### src/rtl/clkdiv_monitor.sv
// Divided-clock monitor: detects divclk edges, measures half-periods against HALF,
// declares lock after LOCK_COUNT consecutive matches and flags mismatch/stall in a sticky err.
module clkdiv_monitor #(
    parameter int HALF       = 1,
    parameter int CNTW       = 8,
    parameter int LOCK_COUNT = 4
) (
    input  logic            clk,
    input  logic            rst,
    input  logic            enable,
    input  logic            divclk,
    input  logic            err_clr,
    output logic            rise,
    output logic            fall,
    output logic [CNTW-1:0] half_period,
    output logic            locked,
    output logic            err
);

    typedef enum logic [1:0] {IDLE, WAIT_EDGE, MEASURE, LOCKED} state_t;

    localparam int            MW     = $clog2(LOCK_COUNT + 1);
    localparam logic [CNTW-1:0] HALF_C = CNTW'(HALF);
    localparam logic [MW-1:0]   LOCK_C = MW'(LOCK_COUNT);

    state_t          state_q, state_d;
    logic [CNTW-1:0] cnt_q, cnt_d, meas;
    logic [MW-1:0]   mcnt_q, mcnt_d;
    logic            divclk_q, dedge;
    logic            hp_load, locked_d, err_evt;

    function automatic logic [CNTW-1:0] sat_inc(input logic [CNTW-1:0] v);
        return (&v) ? v : v + CNTW'(1);
    endfunction

    assign dedge = divclk ^ divclk_q;
    assign meas  = sat_inc(cnt_q);

    always_comb begin
        state_d  = state_q;
        cnt_d    = dedge ? '0 : sat_inc(cnt_q);
        mcnt_d   = mcnt_q;
        hp_load  = 1'b0;
        locked_d = 1'b0;
        err_evt  = 1'b0;
        if (!enable) begin
            state_d = IDLE;
            cnt_d   = '0;
            mcnt_d  = '0;
        end else begin
            case (state_q)
                IDLE: begin
                    cnt_d   = '0;
                    mcnt_d  = '0;
                    state_d = WAIT_EDGE;
                end
                // The first interval after arming is partial, so it is never compared.
                WAIT_EDGE: begin
                    mcnt_d = '0;
                    if (dedge) begin
                        hp_load = 1'b1;
                        state_d = MEASURE;
                    end
                end
                MEASURE: begin
                    if (dedge) begin
                        hp_load = 1'b1;
                        if (meas == HALF_C) begin
                            if (mcnt_q + MW'(1) == LOCK_C) begin
                                mcnt_d  = '0;
                                state_d = LOCKED;
                            end else begin
                                mcnt_d = mcnt_q + MW'(1);
                            end
                        end else begin
                            mcnt_d = '0;
                        end
                    end
                end
                // An edge outranks the stall check: a late edge is reported as a mismatch.
                LOCKED: begin
                    if (dedge) begin
                        hp_load = 1'b1;
                        if (meas != HALF_C) begin
                            err_evt = 1'b1;
                            mcnt_d  = '0;
                            state_d = MEASURE;
                        end else begin
                            locked_d = 1'b1;
                        end
                    end else if (cnt_q == HALF_C) begin
                        err_evt = 1'b1;
                        mcnt_d  = '0;
                        state_d = WAIT_EDGE;
                    end else begin
                        locked_d = 1'b1;
                    end
                end
                default: state_d = IDLE;
            endcase
        end
    end

    always_ff @(posedge clk or posedge rst) begin
        if (rst) begin
            state_q     <= IDLE;
            cnt_q       <= '0;
            mcnt_q      <= '0;
            divclk_q    <= 1'b0;
            rise        <= 1'b0;
            fall        <= 1'b0;
            half_period <= '0;
            locked      <= 1'b0;
            err         <= 1'b0;
        end else begin
            state_q  <= state_d;
            cnt_q    <= cnt_d;
            mcnt_q   <= mcnt_d;
            divclk_q <= divclk;
            rise     <= dedge & divclk;
            fall     <= dedge & ~divclk;
            locked   <= locked_d;
            if (hp_load)
                half_period <= meas;
            if (err_evt)
                err <= 1'b1;
            else if (err_clr)
                err <= 1'b0;
        end
    end

endmodule

### config.mk
export PLATFORM = sky130hd
export DESIGN_NAME = clkdiv_monitor
export DESIGN_NICKNAME = d
export VERILOG_FILES = /design/src/rtl/clkdiv_monitor.sv
export SDC_FILE = /design/constraint.sdc
export NUM_CORES = 1
export LEC_CHECK = 0
export CORE_ASPECT_RATIO = 0.6
export CORE_MARGIN = 3
export CORE_UTILIZATION = 35
export CTS_CLUSTER_SIZE = 40
export DETAILED_ROUTE_END_ITERATION = 10
export PLACE_DENSITY_LB_ADDON = 0.12
export SLEW_MARGIN = 10
export SYNTH_ARGS = -nofsm -noshare
export SYNTH_HDL_FRONTEND = slang
export SYNTH_SLANG_ARGS = --single-unit
### constraint.sdc
create_clock -name clk -period 1.7 [get_ports clk]
set_input_delay 0.17 -clock clk [delete_from_list [all_inputs] [get_ports clk]]
set_output_delay 0.17 -clock clk [all_outputs]
set_load 0.03 [all_outputs]
=== Word level (Yosys, flattened, before mapping) ===
Index checks and enable logic that the tools add are counted.

* Register bits after elaboration: 26
* Bits in latches: 0
* Memory bits (writable): 0
* Memory bits (read-only): 0
* Input bits: 5
* Output and inout port bits: 12
* Word-level logic and storage cells: 71
* Memories: 0

* Add/subtract/negate cells: 2
* $mul: 0
* Div/mod/pow operators: 0
* Order comparisons: 0
* Equality and inequality tests: 13
* Shift operators: 0
* Muxes and demuxes: 36
* Bitwise logic cells: 4
* Reductions and logical operators: 7

{| class="wikitable"
|+ Operators with widths
! cell !! number
|-
| $mux W8 || 4
|-
| $mux W3 || 7
|-
| $eq A8 B1 Y1 const B || 2
|-
| $mux W2 || 8
|-
| $mux W1 || 15
|-
| $ne A3 B3 Y1 const B || 4
|-
| $pmux W3 S3 || 1
|-
| $add A8 B1 Y8 const B || 1
|-
| $ne A4 B4 Y1 const B || 2
|-
| $ne A8 B1 Y1 const B || 1
|-
| $pmux W2 S4 || 1
|-
| $reduce_and A8 Y1 || 1
|-
| $reduce_and A6 Y1 || 1
|-
| $eq A2 B2 Y1 const B || 2
|-
| $add A3 B1 Y3 const B || 1
|-
| $eq A3 B3 Y1 const B || 1
|-
| $reduce_and A3 Y1 || 1
|-
| $reduce_or A3 Y1 || 1
|-
| $and A1 B1 Y1 || 2
|-
| $eq A2 B1 Y1 const B || 1
|-
| $logic_not A2 Y1 || 1
|-
| $reduce_bool A2 Y1 || 1
|-
| $reduce_or A2 Y1 || 1
|-
| $not A1 Y1 || 1
|-
| $xor A1 B1 Y1 || 1
|}

=== Longest topological paths before layout ===
* Word-level depth: 8
* Mapped depth: 7
* Gate-level depth less buffers: 7

=== Least setup slack after synthesis ===
No wires, ideal clock.

* Path kind: flip-flop to flip-flop
* From: reg cnt_q[0]
* To: reg mcnt_q[0]
* Library setup time: 0.078 ns
* Arrival: 1.731 ns
* Data required time: 1.622 ns
* Slack: -0.109 ns
* Cell stages (with the launch flop): 8
* Path buffers: 0
* Period minus slack after synthesis: 1.809 ns
* Cells stage by stage: dfrtp_1 > ha_1 > nand2b_1 > nor4_1 > a221o_1 > nand4_1 > nor3b_2 > o2bb2ai_1

* Longest elaborated chain between the ends: 7
* Elaborated cells on any way between the ends: 13
* Those cells by class: add/sub (1); eq/ne (5); mux (5); reduce/logical (2)

{| class="wikitable"
|+ RTL lines
! item !! line !! RTL
|-
| from (decl) || 27 || <nowiki>logic [CNTW-1:0] cnt_q, cnt_d, meas;</nowiki>
|-
| from (signal assigned) || 117 || <nowiki>cnt_q <= cnt_d;</nowiki>
|-
| $add A8 B1 Y8 or $reduce_and A8 Y1 (tied branches) || 33 || <nowiki>return (&v) ? v : v + CNTW'(1);</nowiki>
|-
| $mux W8 || - ||
|-
| $eq A8 B1 Y1 || 68 || <nowiki>if (meas == HALF_C) begin</nowiki>
|-
| $mux W3 || 68 ||
|-
| $mux W3 || 66 || <nowiki>if (dedge) begin</nowiki>
|-
| $pmux W3 S3 || 51 || <nowiki>case (state_q)</nowiki>
|-
| $mux W3 || 46 || <nowiki>if (!enable) begin</nowiki>
|-
| to (signal assigned) || 118 || <nowiki>mcnt_q <= mcnt_d;</nowiki>
|-
| to (decl) || 28 || <nowiki>logic [MW-1:0] mcnt_q, mcnt_d;</nowiki>
|}

Several ways; a longest one is shown, not always the timed one. The select of a mux whose other input is x is not followed.
A chain may end at the register's enable or synchronous reset.

=== Worst setup path in the final report ===
* From: reg cnt_q[0]
* To: reg mcnt_q[1]

Same word-level chain as after synthesis.

==> qor.txt <==
status: finished with violations
failing checks: negative setup slack
sw frac: 25.4%
starting density of the core: 37.3%
placed cell areas: 1880 um2
GR Overflow Total: 0
fin worst setup slack: -148 ps
Clock Skew: 5.89 ps
GPL Wtd Cong: 0.901
CTS tree: done
DR vias: 1260
max_slew headroom: 78.6%
Post-synth ARST share: 100%
Skew-Pair Late Insertion Delay: 280 ps
first-pass GRT wire length: 5850 um
CP Launch Type: flip-flop
width of the chip: 87.8 um
EDFF count, synth: 0
wire length per cell: 14.4 um
gr usage total: 16.1%
die area: 4830 um2
Crit path required time: 1870 ps
simple-gate share of the synthesized area: 22.1%
Sink Count: 26
Reg power frac: 45.6%
Fmax achieved: 0.541 GHz
final hold vios: 0
Period Utilization, post-route: 109%
pin count of the biggest net entering global routing: 27
setup violators final: 6
vias per cell: 4.98
sequential area share after synthesis: 46.3%
dominant synthesized flop cell: dfrtp_1
Post-Synthesis Cells: 146
Remaining DRCs: 0
Cell Pwr Density: 698 nW/um2
Cell Int Power: 1.09 mW
Row Count: 17
reg2reg setup slack: -150 ps
Worst Hold Class: in -> async
Core ar.: 3760 um2
CTS root buffer: clkbuf_8
largest family of logic cells by synthesized area: simple AND/OR/NAND/NOR gates
post-synthesis mux area share: 0.713%
CP arrival: 2020 ps
H-tree depth: 1
Detail Placement HPWL: 2630 um
layout net count: 219
Setup Crit Path Kind: reg -> reg
Iter 0 DRT Violations: 69
share of cells above drive strength 1: 36.4%
syn_nets: 158
area fraction in compound gates after synthesis: 17.6%
synthesized area per cell: 9.62 um2
Area Overhead vs Synth: 48.8%
Die Y: 55.1 um
clock slew at reported path FFs: 90 ps
synthesized cell area: 1400 um2
final cell area excluding filler cells: 2090 um2
# IOs: 17
Routed WL: 3640 um
initial antenna violation count: 0
Distinct cells, synth: 44
post-synthesis adder-cell area fraction: 6.24%
Util after Layout: 55.5%
Max-Cap Viols: 0
number of global-route vias before repair: 1224
fin cells: 253
Post-DRT Antenna Nets: 0
Final Slew Violations: 0
post-synthesis xor/xnor area fraction: 1.87%
endpoint class of the critical path: flip-flop
clock power share: 35.5%
clk buf depth: 2
DR pass1 iterations: 5
Placed Cells: 241
Max VDD drop: 0.000363 V
n_diodes: 0
Crit Path Max Fanout: 4
Psw: 370 uW
total leakage power: 0.937 nW
Period minus WS final: 1850 ps
unrepaired setup endpoints after global routing: true
YS warnings: 0
Comb power frac: 18.9%
Num CTS Buffers: 3
count of buffers from port buffering: 16
total power: 1.46 mW
#FFs+latches synth: 26
Slew @ Worst Pin: 318 ps
-- synthesized netlist by cell type, types with 2 or more instances --
| master | n | area share (%) |
|---|---|---|
| nand3_1 | 4 | 1.4 |
| nor3_1 | 4 | 1.4 |
| dfrtp_1 | 26 | 46 |
| a21oi_1 | 6 | 2.1 |
| inv_1 | 12 | 3.2 |
| nand2b_1 | 2 | 0.89 |
| clkbuf_1 | 2 | 0.53 |
| and3_4 | 2 | 1.6 |
| nor2b_1 | 2 | 0.89 |
| o21ai_0 | 10 | 3.6 |
| o211ai_1 | 2 | 1.1 |
| nor2_1 | 16 | 4.3 |
| a211oi_1 | 2 | 1.1 |
| nand4_1 | 4 | 1.8 |
| nand2_1 | 15 | 4.0 |
| o2bb2ai_1 | 2 | 1.2 |
| xor2_1 | 2 | 1.2 |
| ha_1 | 7 | 6.2 |
-- repair_timing --
item | CTS | global route
pin swaps | 7 | 8
gates resized for setup | 8 | 10
hold buffers | 0 | 0
setup endpoints to repair | 6 | 10
buffers inserted | 4 | 5
-- layout make-up --
class | count | area (um2)
fill | 349 | 1680
multi-input combinational | 104 | 753
timing repair buffer | 60 | 502
clock buffer | 3 | 41.3
clock inverter | 1 | 30.0
tap | 47 | 58.8
inverter | 12 | 45.0
sequential | 26 | 658
-- cells in the final DEF, fill, tap and decap left out, types with 2 or more instances in the layout --
| cell type | n |
|---|---|
| nand2_1 | 14 |
| dfrtp_1 | 20 |
| dfrtp_2 | 6 |
| a21oi_1 | 5 |
| buf_4 | 41 |
| nor3_1 | 4 |
| nand3_1 | 4 |
| nor2_2 | 2 |
| nor2b_1 | 2 |
| buf_6 | 3 |
| clkdlybuf4s50_1 | 16 |
| xor2_1 | 2 |
| and3_4 | 2 |
| nor2_1 | 14 |
| clkbuf_8 | 3 |
| o21ai_0 | 10 |
| o2bb2ai_1 | 2 |
| o211ai_1 | 2 |
| inv_1 | 12 |
| ha_1 | 6 |
| nand4_1 | 4 |
-- logic make-up after synthesis --
group,after synthesis
simple gates,59
compound gates,34
flops,26
buf+inv,16
fa+ha+maj,7
xor+xnor,3
mux,1
-- routing by layer --
layer  GRT usage [%]  up-vias  share of wire (%)
li1                -      631                  -
met1            22.7      608                 52
met2            25.1       16                 44
met3            3.99        5                3.3
met4            3.32        0                1.1
met5               0        -                  0
-- critical path, stage by stage, from the launching register on --
cell       delay, ps
dfrtp_2          450
buf_6            130
buf_6            110
nand4_1          190
nor2_2            70
a221o_1          340
and3_4           200
a41oi_2          150
o2bb2ai_1         90
-- state kept, by name, indices dropped and copies added, names as in the netlist --
register / cells
fall: 1
half_period: 8
mcnt_q: 3
err: 1
locked: 1
cnt_q: 8
rise: 1
divclk_q: 1
state_q: 2
-- metrics by stage --
stage / setup WS [ps] / hold slack (ps) / TNS [ps]
2_1_floorplan: 0.179 / 201 / 0
3_3_place_gp: -160 / 458 / -1000
3_5_place_dp: -278 / 465 / -1600
4_1_cts: -121 / 271 / -392
5_1_grt: -246 / 279 / -1080
6_report: -148 / 257 / -593
-- power groups by stage --
stage	clock [mW]	combinational, mW	sequential [mW]
final	0.518	0.275	0.665
after global routing	0.550	0.300	0.670
after CTS	0.538	0.266	0.664
after detailed placement	0	0.257	0.677
after global placement	0	0.255	0.675
after floorplan	0	0.0963	0.714
-- path summary, 6_finish.rpt --
path                       cells past startpoint           start              to
setup / recovery                               8        cnt_q[0]       mcnt_q[1]
hold / removal                                 3             rst  half_period[6]
setup reg to reg                               8        cnt_q[0]       mcnt_q[1]
hold reg to reg                                2  half_period[6]  half_period[6]
max in group asynchronous                      3             rst        cnt_q[1]
min in group clk                               2  half_period[6]  half_period[6]
(Power assumes the default switching activity.)
